**config.mk**
```make
export PLATFORM = sky130hd
export DESIGN_NAME = regfile_wb_port
export DESIGN_NICKNAME = d
export VERILOG_FILES = /design/src/rtl/regfile_wb_pkg.sv /design/src/rtl/regfile_wb_port.sv
export SDC_FILE = /design/constraint.sdc
export NUM_CORES = 1
export LEC_CHECK = 0
export BUFFER_PORTS_ARGS = -buffer_cell sky130_fd_sc_hd__buf_2
export CAP_MARGIN = 20
export CORE_MARGIN = 5
export CORE_UTILIZATION = 35
export DETAILED_ROUTE_END_ITERATION = 12
export SYNTH_ARGS = -nofsm -noshare
export SYNTH_HDL_FRONTEND = slang
export SYNTH_SLANG_ARGS = --single-unit
```
**constraint.sdc**
```tcl
create_clock -name clk -period 3.45 [get_ports clk]
set_input_delay 0.5175 -clock clk [delete_from_list [all_inputs] [get_ports clk]]
set_output_delay 0.5175 -clock clk [all_outputs]
set_load 0.01 [all_outputs]
```
**src/rtl/regfile_wb_pkg.sv**
```systemverilog
// Shared types for the Wishbone debug port into the RV32 register file:
// FSM encoding, address field positions and the byte-lane merge used by partial writes.
package regfile_wb_pkg;

    typedef enum logic [2:0] {
        IDLE      = 3'd0,
        HALT_WAIT = 3'd1,
        READ      = 3'd2,
        WRITE     = 3'd3,
        ACK       = 3'd4,
        ERR       = 3'd5
    } state_t;

    localparam int IDX_LSB   = 2;
    localparam int IDX_MSB   = 6;
    localparam int SPACE_BIT = 7;

    function automatic logic [31:0] merge_lanes(
        input logic [31:0] old_word,
        input logic [31:0] new_word,
        input logic [3:0]  sel
    );
        logic [31:0] res;
        res = old_word;
        for (int i = 0; i < 4; i++) begin
            if (sel[i]) begin
                res[8*i +: 8] = new_word[8*i +: 8];
            end
        end
        return res;
    endfunction

endpackage

```
**src/rtl/regfile_wb_port.sv**
```systemverilog
// Wishbone classic slave for debug access to x0..x31; halts the core, then read or read-modify-write.
// Read ack 3 cycles after stb, write ack 4, plus one per halt-wait cycle; no pipelining, cyc drop aborts.
module regfile_wb_port
    import regfile_wb_pkg::*;
#(
    parameter int HALT_TIMEOUT = 255,
    parameter int ADDR_W       = 8
) (
    input  logic              clk,
    input  logic              resetn,
    input  logic              wb_cyc_i,
    input  logic              wb_stb_i,
    input  logic              wb_we_i,
    input  logic [ADDR_W-1:0] wb_adr_i,
    input  logic [31:0]       wb_dat_i,
    input  logic [3:0]        wb_sel_i,
    output logic [31:0]       wb_dat_o,
    output logic              wb_ack_o,
    output logic              wb_err_o,
    output logic              cpu_halt_req_o,
    input  logic              cpu_halt_ack_i,
    output logic [4:0]        rf_a_o,
    input  logic [31:0]       rf_rd_i,
    output logic [4:0]        rf_a3_o,
    output logic [31:0]       rf_wd3_o,
    output logic              rf_we3_o
);

    localparam int              CNT_W    = $clog2(HALT_TIMEOUT + 1);
    localparam logic [CNT_W-1:0] CNT_LAST = CNT_W'(HALT_TIMEOUT - 1);

    state_t           state_q;
    state_t           state_d;
    logic [CNT_W-1:0] cnt_q;
    logic [4:0]       idx_q;
    logic             we_q;
    logic [3:0]       sel_q;
    logic [31:0]      dat_q;
    logic [31:0]      merged_q;
    logic [31:0]      rdat_q;
    logic             req;
    logic             unused_adr;

    assign req        = wb_cyc_i & wb_stb_i;
    // Bits [1:0] and anything above SPACE_BIT carry no meaning here.
    assign unused_adr = ^wb_adr_i;

    always_ff @(posedge clk or negedge resetn) begin
        if (!resetn) begin
            state_q <= IDLE;
            cnt_q   <= '0;
        end else begin
            state_q <= state_d;
            if (state_q == HALT_WAIT && state_d == HALT_WAIT) begin
                cnt_q <= cnt_q + CNT_W'(1);
            end else begin
                cnt_q <= '0;
            end
        end
    end

    always_comb begin
        state_d = state_q;
        case (state_q)
            IDLE: begin
                if (req) begin
                    state_d = wb_adr_i[SPACE_BIT] ? ERR : HALT_WAIT;
                end
            end
            HALT_WAIT: begin
                if (!wb_cyc_i) begin
                    state_d = IDLE;
                end else if (cpu_halt_ack_i) begin
                    state_d = READ;
                end else if (cnt_q == CNT_LAST) begin
                    state_d = ERR;
                end
            end
            READ: begin
                if (!wb_cyc_i) begin
                    state_d = IDLE;
                end else begin
                    state_d = we_q ? WRITE : ACK;
                end
            end
            WRITE:   state_d = ACK;
            ACK:     state_d = IDLE;
            ERR:     state_d = IDLE;
            default: state_d = IDLE;
        endcase
    end

    always_ff @(posedge clk or negedge resetn) begin
        if (!resetn) begin
            idx_q    <= '0;
            we_q     <= 1'b0;
            sel_q    <= '0;
            dat_q    <= '0;
            merged_q <= '0;
            rdat_q   <= '0;
        end else begin
            if (state_q == IDLE && req) begin
                idx_q <= wb_adr_i[IDX_MSB:IDX_LSB];
                we_q  <= wb_we_i;
                sel_q <= wb_sel_i;
                dat_q <= wb_dat_i;
            end
            if (state_q == READ && wb_cyc_i) begin
                if (we_q) begin
                    merged_q <= merge_lanes(rf_rd_i, dat_q, sel_q);
                end else begin
                    // x0 is architecturally zero whatever the array cell holds.
                    rdat_q <= (idx_q == 5'd0) ? 32'd0 : rf_rd_i;
                end
            end
        end
    end

    always_comb begin
        wb_ack_o       = 1'b0;
        wb_err_o       = 1'b0;
        cpu_halt_req_o = 1'b0;
        rf_a_o         = '0;
        rf_a3_o        = '0;
        rf_wd3_o       = '0;
        rf_we3_o       = 1'b0;
        case (state_q)
            HALT_WAIT: cpu_halt_req_o = 1'b1;
            READ: begin
                cpu_halt_req_o = 1'b1;
                rf_a_o         = idx_q;
            end
            WRITE: begin
                cpu_halt_req_o = 1'b1;
                rf_a3_o        = idx_q;
                rf_wd3_o       = merged_q;
                rf_we3_o       = (idx_q != 5'd0) && (sel_q != 4'b0000);
            end
            ACK: begin
                cpu_halt_req_o = 1'b1;
                wb_ack_o       = 1'b1;
            end
            ERR:     wb_err_o = 1'b1;
            default: ;
        endcase
    end

    assign wb_dat_o = rdat_q;

endmodule

```
### Word-level counts from Yosys, hierarchy flattened

Cells that the tools add are included.

* add/sub/neg operators: 1
* equal/unequal tests: 7
* mux-type cells: 21
* bitwise gates (word level): 2
* reductions and logical operators: 11

Operator list (count)
* $mux W32: 2
* $mux W8: 5
* $mux W3: 7
* $pmux W3 S4: 1
* $mux W5: 2
* $add A8 B1 Y8 const B: 1
* $eq A8 B8 Y1 const B: 1
* $eq A3 B1 Y1 const B: 2
* $eq A3 B2 Y1 const B: 2
* $eq A3 B3 Y1 const B: 2
* $logic_not A5 Y1: 1
* $reduce_bool A5 Y1: 1
* $logic_and A1 B1 Y1: 4
* $mux W1: 4
* $reduce_and A2 Y1: 2
* $reduce_bool A4 Y1: 1
* $reduce_or A4 Y1: 1
* $logic_not A3 Y1: 1
* $and A1 B1 Y1: 1
* $not A1 Y1: 1

* bits in registers: 117
* input port bits: 82
* output and inout port bits: 78

### Longest topological paths before layout

* word-level depth: 8
* mapped depth: 5
* mapped depth without buffers: 5

### Worst setup path after synthesis

Ideal clock, no wire load.

* path type: flip-flop to output port
* start point: reg idx_q[2]
* end point: out rf_we3_o
* arrival: 1.324 ns
* data required time: 2.932 ns
* slack: 1.608 ns
* stages on the path, launching flop included: 5
* buffers on the path: 1
* cells stage by stage: dfrtp_1 -> or4_1 -> clkbuf_1 -> nor2_1 -> nor2_1

* word-level cells in the longest chain between the ends: 3

Ends and longest elaborated chain
* start, declared: line regfile_wb_port.sv:35 `logic [4:0] idx_q;`
* start signal, assigned: line regfile_wb_port.sv:103 `idx_q <= wb_adr_i[IDX_MSB:IDX_LSB];`
* $reduce_bool A5 Y1: line regfile_wb_port.sv:137 `rf_we3_o = (idx_q != 5'd0) && (sel_q != 4'b0000);`
* $logic_and A1 B1 Y1: line regfile_wb_port.sv:137
* $mux W1: line regfile_wb_port.sv:127 `case (state_q)`
* end, declared: line regfile_wb_port.sv:26 `output logic rf_we3_o`

No other way between the ends.

### Worst setup path in the final report

Same ends and word-level chain as after synthesis.

==> results.cfg <==
[status]
status = completed

[cells_and_area]
fin_area_sq_um = 7116
drive_gt1_frac = 0.4935
num_antenna_cells = 0
fill_cells = 1491
final_util = 0.4512
area_growth_pct = 27.86
multi_input_area_sq_um = 2432
final_net_count = 689
seq_area_sq_um = 2928

[worst_setup_path]
timing.rr.start = state_q[0]
end_kind = output pin
worst-path-buf-inv = 2
crit_slowest_cell = or4_1
critPathKind = reg2out
startpoint = idx_q[2]
worst-r2r-cell-count = 4
worst-r2r-setup-slack_ns = 1.18
arrival_ns = 1.91
path_cells = or4_1 > buf_4 > nor2_1 > nor2_1 > buf_2
cp_common_cell = nor2_1
cp_top_family = simple AND/OR/NAND/NOR gates
cp.required_ns = 2.93
cpPeakStageDelay_ns = 0.52
cp_max_fo = 33
rr_endpoint = merged_q[31]
start_kind = flip-flop

[routing]
route.antenna.remaining_nets = 0
drc = 0
dr_total_vias = 4097
wirelength_mm = 14.81
drtPass1Iterations = 5
drtIter0Drc = 214
wire_per_inst_um = 17.80
vias_per_cell = 4.924

[sta]
fin_crit_sh = 0.7032
slew_headroom = 0.5534
tightest_slew_ns = 0.6699
hold_viol_final = 0
setup_viol = 0
fin_skew_ns = 0.007373
fmax_ghz = 0.4122
rsz0062_at_grt = no
slew_violations = 0
tns_ns = 0
min_period_ns = 2.426

[logic_synthesis]
yosys-top-cells-area = dfrtp_1 53%, mux2_2 15%, mux2_4 8.1%, o21ai_0 7.9%, and2_1 4.9%
yosysSeqAreaShare = 0.5261
synth-edff-count = 0
netlist.area_leader.share = 0.5261
synth_fp_nets = 535
yosysMostFrequentCell = dfrtp_1
synth_seq_cells = 117
synth.top_cells.by_count = 117 x dfrtp_1, 88 x o21ai_0, 76 x mux2_2, 44 x and2_1, 30 x mux2_4
syn_area_per_cell_sq_um = 12.34
async_flop_share = 1.000
ys.flop_type = dfrtp_1
synth_cell_types = 41
synth_area_leader_cell = dfrtp_1
yosys_warnings = 0
syn_area_sq_um = 5565
synth_cells = 451

[grt]
grt_overflow = 0
antenna_found_initial = 1
grt_pass1_wl_mm = 23.32
grt_max_degree = 118
track_usage = 0.1637
grt_pass1_vias = 4287

[clock_network]
post_cts_buffers = 0
numCtsBuffers = 17
cts_root_buffer = clkbuf_16
cts_tree = done
ctsHoldBuffers = 0
cts_max_path_buffers = 2
cts.sinks = 117
ctsResizeCount = 0
clkLatencyLatePin_ns = 0.41
clk_pin_slew_ns = 0.05
ctsHtreeMaxLevel = 4

[power_and_ir_drop]
p_sw_frac = 0.2759
clkPwrFrac = 0.345
peakVddDrop_mv = 0.3471
powerDensity_nw_per_um2 = 692.9
p_leak_uw = 0.003428
p_comb_frac = 0.226
seq_power_share = 0.429
p_switching_uw = 1360
internal_power_uw = 3570

[placed_design]
dpl.hpwl_mm = 10.04
place_area_sq_um = 6513
port_buffers = 157
gp_congestion = 0.7477

[floorplanning]
num_rows = 46
coreArea_sq_um = 15770
start_util = 0.3529
die_w_um = 136.1
die_area_sq_um = 18520
die_y_um = 136.1
ioPinCount = 160

[hold_path]
hold_class = in2async

[run]
max_cap_violations = 0
[power by group through the flow]
stage	logic [uW]	registers, uW	clock network [uW]
floorplan	741	2060	0
global placement	1080	2120	0
detailed placement	1120	2130	0
CTS	1130	2120	1740
global route	1220	2170	1800
finish	1120	2120	1700
[logic make-up (layout without fill, tap and decap cells)]
kind of cell,after synthesis,in the layout,share of synthesized area
compound gates,109,109,0.1018
fa+ha+maj,2,2,0.004496
simple gates,82,82,0.09105
flops,117,117,0.5261
buf+inv,32,197,0.03710
mux,106,106,0.2347
xor+xnor,3,3,0.004722
[layout by cell type, fill, tap and decap left out, types with 5 or more instances in the layout]
cell and count:
and2_1 44, buf_2 156, buf_4 5, clkbuf_16 17
clkbuf_8 7, dfrtp_1 117, mux2_2 76, mux2_4 30
nand2_1 5, nand3_1 5, nor2_1 8, o21ai_0 88
o21ai_1 11
[state kept, by name, indices dropped and copies added (netlist names)]
| name | count |
|---|---|
| dat_q | 32 |
| sel_q | 4 |
| state_q | 3 |
| wb_dat_o | 32 |
| cnt_q | 8 |
| merged_q | 32 |
| we_q | 1 |
| idx_q | 5 |
[worst max path at each step]
stage | end | cells past startpoint
2_1_floorplan | rf_we3_o | 4
3_3_place_gp | merged_q[31] | 4
4_1_cts | rf_we3_o | 5
3_5_place_dp | merged_q[31] | 4
6_report | rf_we3_o | 5
5_1_grt | rf_we3_o | 5
[metal layers]
metal	up-vias	global-route usage	routed length [um]
li1	1919	-	-
met1	2024	0.2072	6435
met2	131	0.2688	7166
met3	21	0.04811	995
met4	2	0.05487	204
met5	-	0	7
[worst reg2reg max path, delay by kind of cell (launching register included)]
kind                   cells  cell delay [ns]
AND/OR/NAND/NOR            2             1.04
buffers and inverters      1             0.29
flip-flops                 1             0.47
multiplexers               1             0.35
[final cells by class]
class | count | area share
Timing Repair Buffer | 166 | 0.1277
Multi-Input combinational cell | 302 | 0.3418
Inverter | 1 | 0.0005275
Clock inverter | 3 | 0.005627
Sequential cell | 117 | 0.4115
Clock buffer | 27 | 0.07491
Tap cell | 216 | 0.03798
[metrics by stage]
step / hold slack, ns / cells / setup slack, ns / total power (uW)
CTS: 0.2241 / 830 / 0.9825 / 4985
detailed placement: 0.4860 / 800 / 1.183 / 3252
global route: 0.2588 / 832 / 0.8939 / 5190
finish: 0.1600 / 832 / 1.024 / 4931
floorplan: 0.2219 / 451 / 1.608 / 2801
global placement: 0.4825 / 800 / 1.219 / 3200
No activity file was read; power rests on OpenSTA's default activity.
